===== config.mk =====
export PLATFORM = sky130hd
export DESIGN_NAME = multicycle_controller
export DESIGN_NICKNAME = d
export VERILOG_FILES = /design/src/rtl/multicycle_controller_pkg.sv /design/src/rtl/mc_alu_decoder.sv /design/src/rtl/multicycle_controller.sv
export SDC_FILE = /design/constraint.sdc
export NUM_CORES = 1
export LEC_CHECK = 0
export BUFFER_PORTS_ARGS = -buffer_cell sky130_fd_sc_hd__clkbuf_2
export CORE_UTILIZATION = 49
export DETAILED_ROUTE_END_ITERATION = 16
export PLACE_DENSITY = 0.78
export REMOVE_ABC_BUFFERS = 1
export SETUP_SLACK_MARGIN = 0.1
export SYNTH_ARGS = -nofsm -noshare
export SYNTH_HDL_FRONTEND = slang
export SYNTH_SLANG_ARGS = --single-unit

===== constraint.sdc =====
create_clock -name clk -period 2 [get_ports clk]
set_input_delay 0.2 -clock clk [delete_from_list [all_inputs] [get_ports clk]]
set_output_delay 0.2 -clock clk [all_outputs]
set_load 0.005 [all_outputs]

===== src/rtl/multicycle_controller_pkg.sv =====
// Shared encodings for the multicycle control FSM and its ALU decoder.
package multicycle_controller_pkg;

    // Controller states (4-bit; encodings 11..15 are unused and recover to fetch)
    typedef enum logic [3:0] {
        StFetch    = 4'd0,
        StDecode   = 4'd1,
        StMemAdr   = 4'd2,
        StMemRead  = 4'd3,
        StMemWb    = 4'd4,
        StMemWrite = 4'd5,
        StExecuteR = 4'd6,
        StExecuteI = 4'd7,
        StAluWb    = 4'd8,
        StBeq      = 4'd9,
        StJal      = 4'd10
    } state_e;

    // Supported opcodes
    localparam logic [6:0] OP_LOAD  = 7'b0000011;
    localparam logic [6:0] OP_STORE = 7'b0100011;
    localparam logic [6:0] OP_R     = 7'b0110011;
    localparam logic [6:0] OP_I     = 7'b0010011;
    localparam logic [6:0] OP_BEQ   = 7'b1100011;
    localparam logic [6:0] OP_JAL   = 7'b1101111;

    // ALU operations
    localparam logic [2:0] ALU_ADD = 3'b000;
    localparam logic [2:0] ALU_SUB = 3'b001;
    localparam logic [2:0] ALU_AND = 3'b010;
    localparam logic [2:0] ALU_OR  = 3'b011;
    localparam logic [2:0] ALU_SLT = 3'b101;

    // FSM-to-decoder ALU request
    localparam logic [1:0] ALUOP_ADD   = 2'b00;
    localparam logic [1:0] ALUOP_SUB   = 2'b01;
    localparam logic [1:0] ALUOP_FUNCT = 2'b10;

    // Datapath mux selects
    localparam logic       ADR_PC        = 1'b0;
    localparam logic       ADR_ALUOUT    = 1'b1;
    localparam logic [1:0] RES_ALUOUT    = 2'b00;
    localparam logic [1:0] RES_DATA      = 2'b01;
    localparam logic [1:0] RES_ALURESULT = 2'b10;
    localparam logic [1:0] SRCA_PC       = 2'b00;
    localparam logic [1:0] SRCA_OLDPC    = 2'b01;
    localparam logic [1:0] SRCA_RS1      = 2'b10;
    localparam logic [1:0] SRCB_RS2      = 2'b00;
    localparam logic [1:0] SRCB_IMM      = 2'b01;
    localparam logic [1:0] SRCB_FOUR     = 2'b10;
    localparam logic [1:0] IMM_I         = 2'b00;
    localparam logic [1:0] IMM_S         = 2'b01;
    localparam logic [1:0] IMM_B         = 2'b10;
    localparam logic [1:0] IMM_J         = 2'b11;

    // Immediate format implied by the opcode; unknown opcodes fall back to I
    function automatic logic [1:0] imm_src(input logic [6:0] op);
        case (op)
            OP_STORE: imm_src = IMM_S;
            OP_BEQ:   imm_src = IMM_B;
            OP_JAL:   imm_src = IMM_J;
            default:  imm_src = IMM_I;
        endcase
    endfunction

endpackage


===== src/rtl/mc_alu_decoder.sv =====
// Combinational ALU operation decode from the FSM request and instruction fields.
module mc_alu_decoder
    import multicycle_controller_pkg::*;
(
    input  logic [1:0] i_alu_op,
    input  logic [2:0] i_funct3,
    input  logic       i_funct7_5,
    input  logic       i_op5,
    output logic [2:0] o_alu_control
);

    // Map request and funct fields to an ALU operation
    always_comb begin
        o_alu_control = ALU_ADD;
        case (i_alu_op)
            ALUOP_SUB: o_alu_control = ALU_SUB;
            ALUOP_FUNCT: begin
                case (i_funct3)
                    // Only R-type (op[5] set) uses funct7[5] to select sub
                    3'b000:  o_alu_control = (i_funct7_5 & i_op5) ? ALU_SUB : ALU_ADD;
                    3'b010:  o_alu_control = ALU_SLT;
                    3'b110:  o_alu_control = ALU_OR;
                    3'b111:  o_alu_control = ALU_AND;
                    default: o_alu_control = ALU_ADD;
                endcase
            end
            default: o_alu_control = ALU_ADD;
        endcase
    end

endmodule


===== src/rtl/multicycle_controller.sv =====
// Control FSM for a multicycle RV32I-subset datapath with memory wait/timeout.
module multicycle_controller
    import multicycle_controller_pkg::*;
#(
    parameter int unsigned WAIT_LIMIT = 15
) (
    input  logic       clk,
    input  logic       reset,
    input  logic [6:0] opcode,
    input  logic [2:0] Funct3,
    input  logic       Funct7_5,
    input  logic       zeroo,
    input  logic       mem_ready,
    output logic       PCWrite,
    output logic       AdrSrc,
    output logic       MemWrite,
    output logic       IRWrite,
    output logic [1:0] ResultSrc,
    output logic [1:0] ALUSrcA,
    output logic [1:0] ALUSrcB,
    output logic [2:0] ALUControl,
    output logic [1:0] ImmSrc,
    output logic       RegWrite,
    output logic       illegal_op,
    output logic       bus_error
);

    localparam logic [7:0] WaitLimit = 8'(WAIT_LIMIT);

    state_e     r_state;
    logic [7:0] r_wait_cnt;
    logic       w_mem_state;
    logic       w_timeout;
    logic       w_hold;
    logic [1:0] w_alu_op;

    assign w_mem_state = (r_state == StFetch) || (r_state == StMemRead) ||
                         (r_state == StMemWrite);
    assign w_timeout   = w_mem_state && !mem_ready && (r_wait_cnt == WaitLimit);
    assign w_hold      = w_mem_state && !mem_ready && !w_timeout;

    // State register and wait counter; a timeout always falls back to fetch
    always_ff @(posedge clk or posedge reset) begin
        if (reset) begin
            r_state    <= StFetch;
            r_wait_cnt <= '0;
        end else begin
            r_wait_cnt <= w_hold ? r_wait_cnt + 8'd1 : 8'd0;
            case (r_state)
                StFetch:    if (mem_ready) r_state <= StDecode;
                StDecode: begin
                    case (opcode)
                        OP_LOAD, OP_STORE: r_state <= StMemAdr;
                        OP_R:              r_state <= StExecuteR;
                        OP_I:              r_state <= StExecuteI;
                        OP_BEQ:            r_state <= StBeq;
                        OP_JAL:            r_state <= StJal;
                        default:           r_state <= StFetch;
                    endcase
                end
                StMemAdr:   r_state <= opcode[5] ? StMemWrite : StMemRead;
                StMemRead: begin
                    if (mem_ready)      r_state <= StMemWb;
                    else if (w_timeout) r_state <= StFetch;
                end
                StMemWrite: if (mem_ready || w_timeout) r_state <= StFetch;
                StExecuteR, StExecuteI, StJal: r_state <= StAluWb;
                StMemWb, StAluWb, StBeq:       r_state <= StFetch;
                default:    r_state <= StFetch;
            endcase
        end
    end

    // Per-state datapath controls
    always_comb begin
        PCWrite    = 1'b0;
        AdrSrc     = ADR_PC;
        MemWrite   = 1'b0;
        IRWrite    = 1'b0;
        ResultSrc  = RES_ALUOUT;
        ALUSrcA    = SRCA_PC;
        ALUSrcB    = SRCB_RS2;
        w_alu_op   = ALUOP_ADD;
        RegWrite   = 1'b0;
        illegal_op = 1'b0;
        bus_error  = w_timeout;
        case (r_state)
            StFetch: begin
                ALUSrcB   = SRCB_FOUR;
                ResultSrc = RES_ALURESULT;
                IRWrite   = mem_ready;
                PCWrite   = mem_ready;
            end
            StDecode: begin
                ALUSrcA = SRCA_OLDPC;
                ALUSrcB = SRCB_IMM;
                case (opcode)
                    OP_LOAD, OP_STORE, OP_R, OP_I, OP_BEQ, OP_JAL: illegal_op = 1'b0;
                    default: illegal_op = 1'b1;
                endcase
            end
            StMemAdr: begin
                ALUSrcA = SRCA_RS1;
                ALUSrcB = SRCB_IMM;
            end
            StMemRead:  AdrSrc = ADR_ALUOUT;
            StMemWb: begin
                ResultSrc = RES_DATA;
                RegWrite  = 1'b1;
            end
            StMemWrite: begin
                AdrSrc   = ADR_ALUOUT;
                MemWrite = !w_timeout;
            end
            StExecuteR: begin
                ALUSrcA  = SRCA_RS1;
                w_alu_op = ALUOP_FUNCT;
            end
            StExecuteI: begin
                ALUSrcA  = SRCA_RS1;
                ALUSrcB  = SRCB_IMM;
                w_alu_op = ALUOP_FUNCT;
            end
            StAluWb:    RegWrite = 1'b1;
            StBeq: begin
                ALUSrcA  = SRCA_RS1;
                w_alu_op = ALUOP_SUB;
                PCWrite  = zeroo;
            end
            StJal: begin
                ALUSrcA = SRCA_OLDPC;
                ALUSrcB = SRCB_FOUR;
                PCWrite = 1'b1;
            end
            default: bus_error = 1'b0;
        endcase
    end

    assign ImmSrc = imm_src(opcode);

    mc_alu_decoder u_alu_decoder (
        .i_alu_op      (w_alu_op),
        .i_funct3      (Funct3),
        .i_funct7_5    (Funct7_5),
        .i_op5         (opcode[5]),
        .o_alu_control (ALUControl)
    );

endmodule


==> results of run 1 <==
-- placed cells by master, fill, tap and decap left out, drive strengths merged, types with 4 or more instances in the layout --
master  instances
and3            4
buf            23
clkbuf         32
dfrtp          12
inv             7
nand2           7
nand2b          6
nor2           18
nor3            8
xnor2           7
-- tightest hold or removal path, cell delays in order --
cell	delay (ps)
clkbuf_2	100
a32oi_1	100
o22ai_1	140
-- cell type report --
class,count,area [sq um]
clock buffers,4,36.3
fillers,138,358
repair buffers,52,335
well taps,25,31.3
flip-flops and latches,12,302
inverters,7,26.3
multi-input cells,96,713
-- sequential cells by signal, indices dropped and copies added, names as in the netlist --
signal,cells
r_state,4
r_wait_cnt,8
-- logic make-up (layout without fill, tap and decap cells) --
kind of cell / count (synthesis) / count (layout) / synth area share [%]
multiplexers: 2 / 2 / 2.15
buffers and inverters: 13 / 63 / 6.07
AND/OR/NAND/NOR: 60 / 60 / 33.9
adder cells (fa/ha/maj): 3 / 3 / 3.79
flip-flops: 12 / 12 / 30.3
XOR/XNOR: 10 / 10 / 8.85
AO/OA/AOI/OAI: 21 / 21 / 14.9
-- worst max-delay path by stage --
stage	startpoint	end	slack, ps	cells after the start
floorplan	r_state[1]	ALUControl[2]	150	5
global placement	r_state[3]	ALUControl[2]	290	6
detailed placement	r_state[3]	ALUControl[2]	230	6
CTS	r_state[2]	ALUControl[2]	90	6
global route	r_state[2]	MemWrite	20	7
finish	r_state[2]	MemWrite	100	7
-- layer usage --
layer	vias to the layer above	wire [microns]
met5	-	0
met4	0	7
met3	2	123
met2	34	1300
met1	494	1180
li1	524	-
-- stage by stage --
| step | cell area, sq um | total power [mW] | util (%) | setup WS, ps | hold slack [ps] |
|---|---|---|---|---|---|
| floorplan | 956 | 0.536 | - | 154 | 64.7 |
| global placement | 1180 | 0.677 | 65.3 | 289 | 201 |
| detailed placement | 1180 | 0.689 | 65.3 | 231 | 207 |
| CTS | 1340 | 0.936 | 74.2 | 86.1 | 305 |
| global route | 1440 | 1.07 | 80.1 | 19.9 | 324 |
| finish | 1440 | 1.00 | 80.1 | 96.2 | 321 |
-- synth_stat cells, types with 2 or more instances --
master,instances,area share (%)
a21oi_1,3,1.5
a31oi_1,2,1.3
and3_1,4,2.5
buf_2,3,1.5
buf_4,2,1.5
dfrtp_1,12,30
ha_1,3,3.8
inv_1,6,2.3
nand2_1,7,2.7
nand2b_1,5,3.2
nand3_1,3,1.5
nor2_1,17,6.4
nor2b_1,2,1.3
nor3_1,6,3.0
nor3_2,2,2.0
nor3b_1,3,2.3
nor4_1,2,1.3
o21a_1,2,1.5
o21ai_0,2,1.0
o22ai_1,3,1.9
or2_1,2,1.3
or3_1,2,1.3
xnor2_1,7,6.2
xor2_1,3,2.7
-- timing repair --
action,CTS,global route
endpoints found under the hold margin,12,0
setup buffers,7,8
endpoints found under the setup margin,4,7
resized for setup,11,14
hold buffers,1,0
pin swaps,5,6
-- where the power goes --
part	total [mW]	switching, mW	leakage [nW]	internal [mW]
Combinational	0.521	0.257	0.525	0.264
Clock	0.192	0.0811	0.0210	0.111
Sequential	0.289	0.0228	0.163	0.267
==> metrics.txt, run 1 <==
met1 Usage GRT between 30 and 40%; DP HPWL about 1700 microns; routability cong. between 0.8 and 0.9; Die Span Y between 40 and 50 microns; pin count of the biggest net entering global routing 20; fin cells 196; first-pass GRT wire length 3630 microns; grt ovf 0; met3 Use GR 5.77%; PwrDens 694 mW/mm^2; Via density 5.38; Final Critical Period 1900 ps; num rows 15; crit start category flop; crit path cell chain buf_6, buf_6, nor4b_4, a22oi_2, nor2_2, nor3_2, buf_2; R2R Setup Slk 380 ps; full die area 0.00220 sq mm; CP peak stage delay 390 ps; Worst Path Buf+Inv 3; vias in the first global route approximately 860; hold_sp opcode[4]; worst-case clock skew 6.89 ps; area delta synth->final 45.9%; # diodes 0; Starting Density between 50% and 60%; CP max stage cell dfrtp_1; Final setup viols 0; busiest grt layer met2; Worst Hold End r_state[2]; Core ar. 0.00180 sq mm; TritonCTS clock tree yes; CP required between 1500 and 2000 ps; Detailed Route WL 2610 microns; layout cell share with drive strength beyond 1 ~44%; Setup Crit Path Kind reg2out; htree depth 1; crit end category output pin; Horiz. Die Dim 46.9 microns; clk sink count 12; #FFs+latches synth 12; clock transition at the registers of the reported paths 70 ps; max_slew headroom 69.4%; Iteration-0 DRC Markers 29; worst hold stages 3; worst-margin pin slew 458 ps; Synth Instances 121; yosys warns 0; initial antenna violation count 0; routed vias around 1100; Seq/Total Area, Yosys 30.3%; CP most frequent cell buf_6; drt wl/cell 13.3 microns; DR pass1 iterations 4; status finished, final reports clean; worst hold path type in2reg; FF-to-FF path depth 7; period utilization 95.2%; RSZ-0062 raised after global routing yes; placed cell count 176; residual DRC count 0; port bufs 32; max-slew violations 0; Peak supply drop 580 uV; fmax 525 MHz; max cap viols 0; Max FO, Critical Path 6; Final Hold Viols 0; Final Net Count 190; met2 GRT Util 40.6%; Mapped Avg Cell Area ~8 sq um; number of CTS-inserted buffers 3; CTS root buf clkbuf_4; Pleak a little over 0.7 nW; Max Root-Sink Buffers 2; All-Layer GR Usage 23.3%; setup_tns 0 ps; Mapped Area 990 sq um; Post-synth ARST share 100%; worst skew pair latency 280 ps; worst reg2reg endpoint r_state[0]; crit-path leading delay family simple AND/OR/NAND/NOR gates; Yosys cell types 42; Antenna Nets Post-Route 0; EDFF count, synth 0; Primary FF master, synth dfrtp_1; Ports 33; Worst EP arrival about 1700 ps; RR Startpoint r_state[2]
Note: power is estimated with default switching activity, not from simulation.
==> run 2, diff against run 1 <==
--- a/config.mk
+++ b/config.mk
@@ -8,7 +8,7 @@
 export BUFFER_PORTS_ARGS = -buffer_cell sky130_fd_sc_hd__clkbuf_2
 export CORE_UTILIZATION = 49
 export DETAILED_ROUTE_END_ITERATION = 16
-export PLACE_DENSITY = 0.78
+export PLACE_DENSITY_LB_ADDON = 0.05
 export REMOVE_ABC_BUFFERS = 1
 export SETUP_SLACK_MARGIN = 0.1
 export SYNTH_ARGS = -nofsm -noshare
==> metrics.txt, run 2 (synthesized netlist as in run 1, its figures left out) <==
Antenna Nets Post-Route 0 (unchanged); Pleak 0.667 nW (-5.8%); RR Startpoint r_state[0]; clk sink count 12 (unchanged); port bufs 32 (unchanged); grt ovf 0 (unchanged); pin count of the biggest net entering global routing 20 (unchanged); worst reg2reg endpoint r_state[0]; placed cell count 176 (unchanged); area delta synth->final 38.2%; drt wl/cell 13.6 microns (+2.3%); RSZ-0062 raised after global routing yes; first-pass GRT wire length 4050 microns (+12%); crit end category output pin; residual DRC count 0 (unchanged); Placed Area 0.00118 sq mm (unchanged); # diodes 0 (unchanged); largest registers r_wait_cnt: 8 flops, r_state: 4 flops; fmax 508 MHz (-3.3%); most frequent cells in the layout clkbuf_2 (30), nor2_1 (16), buf_4 (12); Detailed Route WL 2580 microns (-1.3%); worst hold stages 3 (unchanged); Final setup viols 0 (unchanged); Starting Density 54.9% (unchanged); Via density 5.41 (+0.56%); layout cell share with drive strength beyond 1 42.1% (-2.4 points); Final Net Count 184 (-3.2%); clock transition at the registers of the reported paths 80 ps (about the same); hold_sp opcode[4]; All-Layer GR Usage 26.0% (+2.6 points); Horiz. Die Dim 46.9 microns (unchanged); period utilization 98.5% (+3.3 points); CTS root buf clkbuf_4; Core ar. 0.00180 sq mm (unchanged); worst-case clock skew 7.04 ps (+0.153 ps); Peak supply drop 588 uV (+1.3%); routability cong. 0.807 (-4.4%); htree depth 1 (unchanged); Worst EP arrival 1770 ps (+70 ps); busiest grt layer met2; full die area 0.00220 sq mm (unchanged); vias in the first global route 891 (+3.1%); Max FO, Critical Path 3 (-3); FF-to-FF path depth 6 (-1); worst hold path type in2reg; routed vias 1022 (-3.0%); CP required 1800 ps (about the same); Hold WS 327 ps (+5.85 ps); Final Hold Viols 0 (unchanged); Final Critical Period 1970 ps (+65.7 ps); max cap viols 0 (unchanged); TritonCTS clock tree yes; overall power 903 uW (-9.9%); R2R Setup Slk 330 ps (-50 ps); max-slew violations 0 (unchanged); Worst Hold End r_state[2]; DR pass1 iterations 4 (unchanged); status finished, final reports clean; largest register by flop count r_wait_cnt; Ports 33 (unchanged); met3 Use GR 5.00% (-0.77 points); fin cells 189 (-3.6%); commonest non-fill, non-tap cell in the layout clkbuf_2; final std cell area, no fill 0.00137 sq mm (-5.3%); Iteration-0 DRC Markers 14 (-52%); Setup Crit Path Kind reg2out; num rows 15 (unchanged); worst-margin pin slew 466 ps (+7.69 ps); Largest register FFs 8 (unchanged); met2 GRT Util 44.4% (+3.9 points); max_slew headroom 68.9% (-0.51 points); PwrDens 660 mW/mm^2 (-4.9%); crit start category flop; met1 Usage GRT 33.4% (+3.4 points); initial antenna violation count 0 (unchanged); Max Root-Sink Buffers 2 (unchanged); worst skew pair latency 270 ps (about the same); number of CTS-inserted buffers 3 (unchanged); DP HPWL 1760 microns (+5.9%); Die Span Y 46.9 microns (unchanged)
-- run 2: layout make-up --
class | instances | area (sq um)
Tap cell | 25 | 31.3
Multi-Input combinational cell | 96 | 712
Inverter | 7 | 28.8
Fill cell | 144 | 434
Timing Repair Buffer | 46 | 272
Sequential cell | 12 | 302
Clock buffer | 3 | 22.5
-- run 2: metrics by stage --
| step | worst slack [ps] | utilization, % | setup TNS, ps |
|---|---|---|---|
| after floorplan | 154 | - | 0 |
| after global placement | 299 | 65.3 | 0 |
| after detailed placement | 206 | 65.3 | 0 |
| after CTS | 53.8 | 74.0 | 0 |
| after global routing | -25.3 | 75.9 | -45.1 |
| final | 30.5 | 75.9 | 0 |
-- run 2: report_power, final --
| part | switching [mW] | leakage (nW) | internal [mW] | total (mW) |
|---|---|---|---|---|
| combinational | 0.246 | 0.491 | 0.218 | 0.464 |
| sequential | 0.0230 | 0.163 | 0.267 | 0.290 |
| clock | 0.0795 | 0.0138 | 0.0696 | 0.149 |
| total | 0.349 | 0.667 | 0.554 | 0.903 |
-- run 2: timing repair --
| action | in CTS | in global routing |
|---|---|---|
| setup buffers | 9 | 0 |
| resized for setup | 11 | 10 |
| hold buffers | 1 | 0 |
| endpoints found under the hold margin | 12 | 0 |
| pin swaps | 5 | 2 |
| setup endpoints to repair | 3 | 7 |
-- run 2: how the worst max path moves through the flow --
stage	startpoint	endpoint	slack (ps)
6_report	r_state[1]	ALUControl[2]	30
5_1_grt	r_state[3]	ALUControl[0]	-30
4_1_cts	r_state[2]	ALUControl[2]	50
3_5_place_dp	r_state[1]	ALUControl[2]	210
3_3_place_gp	r_state[1]	ALUControl[2]	300
2_1_floorplan	r_state[1]	ALUControl[2]	150
-- run 2: critical path: stages (launching register included) --
cell and delay (ps):
dfrtp_1 400, nand2b_4 150, or2_4 250, inv_4 60, ha_4 200, nor4_4 270
buf_2 160
-- run 2: per-layer routing --
| layer | vias up | wire, microns |
|---|---|---|
| met2 | 29 | 1340 |
| met1 | 476 | 1120 |
| met3 | 4 | 94 |
| met5 | - | 0 |
| met4 | 0 | 20 |
| li1 | 513 | - |
